--- src/rtl/arb_pkg.sv ---
// Shared types and constants for the round-robin grant arbiter.
package arb_pkg;

  typedef enum logic [1:0] {
    IDLE,
    GRANT,
    GAP
  } arb_state_t;

  localparam int unsigned NREQ = 2;

endpackage

--- src/rtl/rr_pick.sv ---
// Combinational round-robin winner select: the first requester after i_last wins,
// with i_last itself lowest priority.
module rr_pick #(
  parameter int unsigned N  = 2,
  parameter int unsigned IW = (N > 1) ? $clog2(N) : 1
) (
  input  logic [N-1:0]  i_req,
  input  logic [IW-1:0] i_last,
  output logic          o_valid,
  output logic [IW-1:0] o_idx
);

  always_comb begin
    o_valid = 1'b0;
    o_idx   = '0;
    // Walk from farthest to nearest so the nearest requester after i_last is kept.
    for (int off = N; off >= 1; off--) begin
      int cand;
      cand = (int'(i_last) + off) % N;
      if (i_req[cand]) begin
        o_valid = 1'b1;
        o_idx   = IW'(cand);
      end
    end
  end

endmodule

--- src/rtl/rr_grant_arbiter.sv ---
// Two-requester round-robin arbiter with held one-hot grant, bounded tenure and a
// single dead cycle between grants.
module rr_grant_arbiter
  import arb_pkg::*;
#(
  parameter int unsigned HOLD_MAX = 8,
  parameter int unsigned CNT_W    = $clog2(HOLD_MAX + 1)
) (
  input  logic            clk,
  input  logic            reset,
  input  logic [NREQ-1:0] req,
  input  logic            done,
  output logic [NREQ-1:0] grant,
  output logic            busy,
  output logic            owner,
  output logic            timeout
);

  arb_state_t       r_state;
  logic [NREQ-1:0]  r_grant;
  logic             r_busy;
  logic             r_owner;
  logic             r_last;
  logic [CNT_W-1:0] r_cnt;
  logic             r_timeout;

  arb_state_t       w_state_nxt;
  logic [NREQ-1:0]  w_grant_nxt;
  logic             w_owner_nxt;
  logic             w_last_nxt;
  logic [CNT_W-1:0] w_cnt_nxt;
  logic             w_timeout_nxt;

  logic             w_pick_valid;
  logic             w_pick_idx;
  logic             w_release;
  logic             w_limit;

  rr_pick #(
    .N (NREQ),
    .IW(1)
  ) u_pick (
    .i_req  (req),
    .i_last (r_last),
    .o_valid(w_pick_valid),
    .o_idx  (w_pick_idx)
  );

  assign w_release = done || !req[r_owner];
  assign w_limit   = (r_cnt == CNT_W'(HOLD_MAX));

  always_comb begin
    w_state_nxt   = r_state;
    w_grant_nxt   = r_grant;
    w_owner_nxt   = r_owner;
    w_last_nxt    = r_last;
    w_cnt_nxt     = r_cnt;
    w_timeout_nxt = 1'b0;
    case (r_state)
      IDLE, GAP: begin
        if (w_pick_valid) begin
          w_state_nxt = GRANT;
          w_grant_nxt = NREQ'(1) << w_pick_idx;
          w_owner_nxt = w_pick_idx;
          w_cnt_nxt   = CNT_W'(1);
        end else begin
          w_state_nxt = IDLE;
          w_grant_nxt = '0;
        end
      end
      GRANT: begin
        // Normal release outranks the limit, so a coincident done never flags timeout.
        if (w_release || w_limit) begin
          w_state_nxt   = GAP;
          w_grant_nxt   = '0;
          w_last_nxt    = r_owner;
          w_timeout_nxt = !w_release;
        end else begin
          w_cnt_nxt = r_cnt + CNT_W'(1);
        end
      end
      default: begin
        w_state_nxt = IDLE;
        w_grant_nxt = '0;
      end
    endcase
  end

  always_ff @(posedge clk) begin
    if (reset) begin
      r_state   <= IDLE;
      r_grant   <= '0;
      r_busy    <= 1'b0;
      r_owner   <= 1'b0;
      r_last    <= 1'b1;
      r_cnt     <= '0;
      r_timeout <= 1'b0;
    end else begin
      r_state   <= w_state_nxt;
      r_grant   <= w_grant_nxt;
      r_busy    <= (w_state_nxt != IDLE);
      r_owner   <= w_owner_nxt;
      r_last    <= w_last_nxt;
      r_cnt     <= w_cnt_nxt;
      r_timeout <= w_timeout_nxt;
    end
  end

  assign grant   = r_grant;
  assign busy    = r_busy;
  assign owner   = r_owner;
  assign timeout = r_timeout;

endmodule

--- config.mk ---
export PLATFORM = sky130hd
export DESIGN_NAME = rr_grant_arbiter
export DESIGN_NICKNAME = d
export VERILOG_FILES = /design/src/rtl/arb_pkg.sv /design/src/rtl/rr_pick.sv /design/src/rtl/rr_grant_arbiter.sv
export SDC_FILE = /design/constraint.sdc
export NUM_CORES = 1
export LEC_CHECK = 0
export CAP_MARGIN = 40
export CORE_ASPECT_RATIO = 0.8
export CORE_MARGIN = 1.5
export CORE_UTILIZATION = 25
export DETAILED_ROUTE_END_ITERATION = 8
export PLACE_DENSITY = 0.42
export REMOVE_ABC_BUFFERS = 1
export SLEW_MARGIN = 30
export SYNTH_ARGS = -nofsm -noshare
export SYNTH_HDL_FRONTEND = slang
export SYNTH_SLANG_ARGS = --single-unit
export TNS_END_PERCENT = 5
--- constraint.sdc ---
create_clock -name clk -period 4.35 [get_ports clk]
set_clock_uncertainty 0.1 [all_clocks]
set_input_delay 1.0875 -clock clk [delete_from_list [all_inputs] [get_ports clk]]
set_output_delay 1.0875 -clock clk [all_outputs]
set_load 0.02 [all_outputs]
==> results.json <==
{
  "status": "completed",
  "hpwl_um": 730,
  "drtPass1Iterations": 4,
  "drtIter0Drc": 16,
  "synth_ff_type": "dfxtp_1",
  "max-vdd-ir-drop_uv": 196,
  "num_vias": 429,
  "yosys_register_bits": 12,
  "grt-ovfl-total": 0,
  "cts_root_buf": "clkbuf_4",
  "start_util": 0.272,
  "synthArstFlopShare": 0,
  "r2r_slack_ns": 2.51,
  "finalSetupViolCount": 0,
  "grt_pass1_wl_mm": 1.59,
  "io_buffers": 9,
  "antenna_left": 0,
  "design.die.area_mm2": 0.00238,
  "ys_seq_area_frac": 0.458,
  "synth-edff-count": 0,
  "worstMarginPinSlew_ns": 0.556,
  "post-route-min-period_ns": 2.59,
  "clk_latency_ns": 0.27,
  "grt_pass1_vias": 352,
  "cts_buffers": 3,
  "row_count": 14,
  "power_density_mw_per_mm2": 335,
  "ys_warn_count": 0,
  "cts_tree": "yes",
  "worstSetupStartpointType": "input pin",
  "critPathArrivalTime_ns": 2.63,
  "cts_buffer_depth": 2,
  "antenna_cells": 0,
  "path_class": "in -> reg",
  "synthCells": 60,
  "cap_violations": 0,
  "syn_avg_cell_area_um2": 8.74,
  "grt_setup_unrepaired": "no",
  "synth_cell_type_count": 24,
  "min_path_type": "reg -> reg",
  "vias_per_cell": 4.52,
  "maxSlewViolCount": 0,
  "slew_headroom": 0.626,
  "wirelength_um": 960,
  "avgRoutedWirePerCell_um": 10.1,
  "crit_required_ns": 4.39,
  "cts_resized": 0,
  "drive_gt1_frac": 0.0704,
  "clk_pin_slew_ns": 0.07,
  "fin_total_pwr_mw": 0.221,
  "cts_post_setup_buffers_inserted": 0,
  "max_freq_mhz": 386,
  "leakage_nw": 0.243,
  "setup.worst_path.end_class": "flop",
  "drc_errors": 0,
  "cts_num_sinks": 12,
  "crit_fanout": 7,
  "groute.usage.overall": 0.0970,
  "die_y_um": 44.0,
  "grt_max_degree": 14,
  "final_util": 0.343,
  "syn_to_final_growth_pct": 26.0,
  "synth_area_um2": 524,
  "core_area_mm2": 0.00193,
  "cts_max_level": 1,
  "hold_buffers": 0,
  "hold_viol_final": 0,
  "antenna_found_initial": 0,
  "boundaryPins": 10,
  "tns_ns": 0,
  "period_share": 0.595,
  "gp_congestion": 0.736,
  "nets": 80,
  "fp.dieW_um": 54.2
}
==> flip-flops by register name, indices dropped and copies added, names as in the netlist <==
| register | count |
|---|---|
| busy | 1 |
| r_cnt | 4 |
| r_last | 1 |
| grant | 2 |
| r_state | 2 |
| owner | 1 |
| timeout | 1 |
==> kinds of logic after synthesis <==
kind of cell,count (synthesis),synth area share
compound gates,15,0.172
buf+inv,6,0.0501
fa+ha+maj,2,0.0477
mux,1,0.0191
simple gates,24,0.253
flops,12,0.458
==> cells in the final DEF, fill, tap and decap left out <==
master            n
a211oi_1          2
a21o_1            1
a21oi_1           7
a31oi_1           2
and3b_1           1
clkbuf_2          1
clkbuf_4          3
clkdlybuf4s50_1   9
dfxtp_1          12
ha_1              2
inv_1             4
mux2i_1           1
nand2_1           3
nand2b_1          1
nand3_1           2
nand3b_1          4
nor2_1            8
nor2b_1           1
nor3_1            1
nor4_1            1
nor4_2            1
o211ai_1          1
o21ai_0           1
o31ai_1           1
or3_1             1
==> worst max-delay path, cell delays in order <==
cell and delay, ns:
clkdlybuf4s50_1 0.54, mux2i_1 0.14, nor4_2 0.41, clkbuf_2 0.25
nand3b_1 0.12, a31oi_1 0.08
==> synth_stat cells, types with 2 or more instances <==
cell type | n | share of area
a31oi_1 | 2 | 0.024
dfxtp_1 | 12 | 0.46
nand2_1 | 3 | 0.021
ha_1 | 2 | 0.048
nor2_1 | 8 | 0.057
nand3_1 | 2 | 0.019
a21oi_1 | 7 | 0.067
inv_1 | 4 | 0.029
a211oi_1 | 2 | 0.029
nand3b_1 | 4 | 0.057
==> power by group <==
group	total, mW	switching (mW)	leakage, nW	internal (mW)
sequential	0.121	0.00496	0.0985	0.116
combinational	0.0347	0.0189	0.131	0.0159
clock	0.0651	0.0331	0.0138	0.0320
total	0.221	0.0569	0.243	0.164
==> metal layers <==
layer / global-route usage / wire (um)
met1: 0.143 / 519
met3: 0.0621 / 60
met5: 0 / 0
met2: 0.104 / 365
met4: 0.0450 / 13
==> layout make-up <==
cell class              instances  area (um^2)
clock buffers                   3         22.5
fillers                       213         1270
inverters                       4         15.0
multi-input cells              42          258
flip-flops and latches         12          240
well taps                      24         30.0
repair buffers                 10         95.1
==> through the flow <==
stage / hold slack [ns] / worst slack [ns] / std cells / cell area, um^2
after global placement: 0.361 / 1.35 / 91 / 633
after floorplan: 0.325 / 2.16 / 58 / 513
after global routing: 0.375 / 1.62 / 95 / 661
after CTS: 0.361 / 1.64 / 94 / 656
after detailed placement: 0.351 / 1.34 / 91 / 633
final: 0.361 / 1.76 / 95 / 661
==> worst paths after layout <==
path | startpoint | end | cells past startpoint
hold reg to reg | grant[0]$_SDFFE_PP0P_ | grant[0]$_SDFFE_PP0P_ | 2
hold / removal | grant[0]$_SDFFE_PP0P_ | grant[0]$_SDFFE_PP0P_ | 2
setup reg to reg | r_cnt[0]$_SDFFE_PP0P_ | r_cnt[3]$_SDFFE_PP0P_ | 7
setup / recovery | req[0] | r_cnt[3]$_SDFFE_PP0P_ | 6
(Power assumes the default switching activity.)
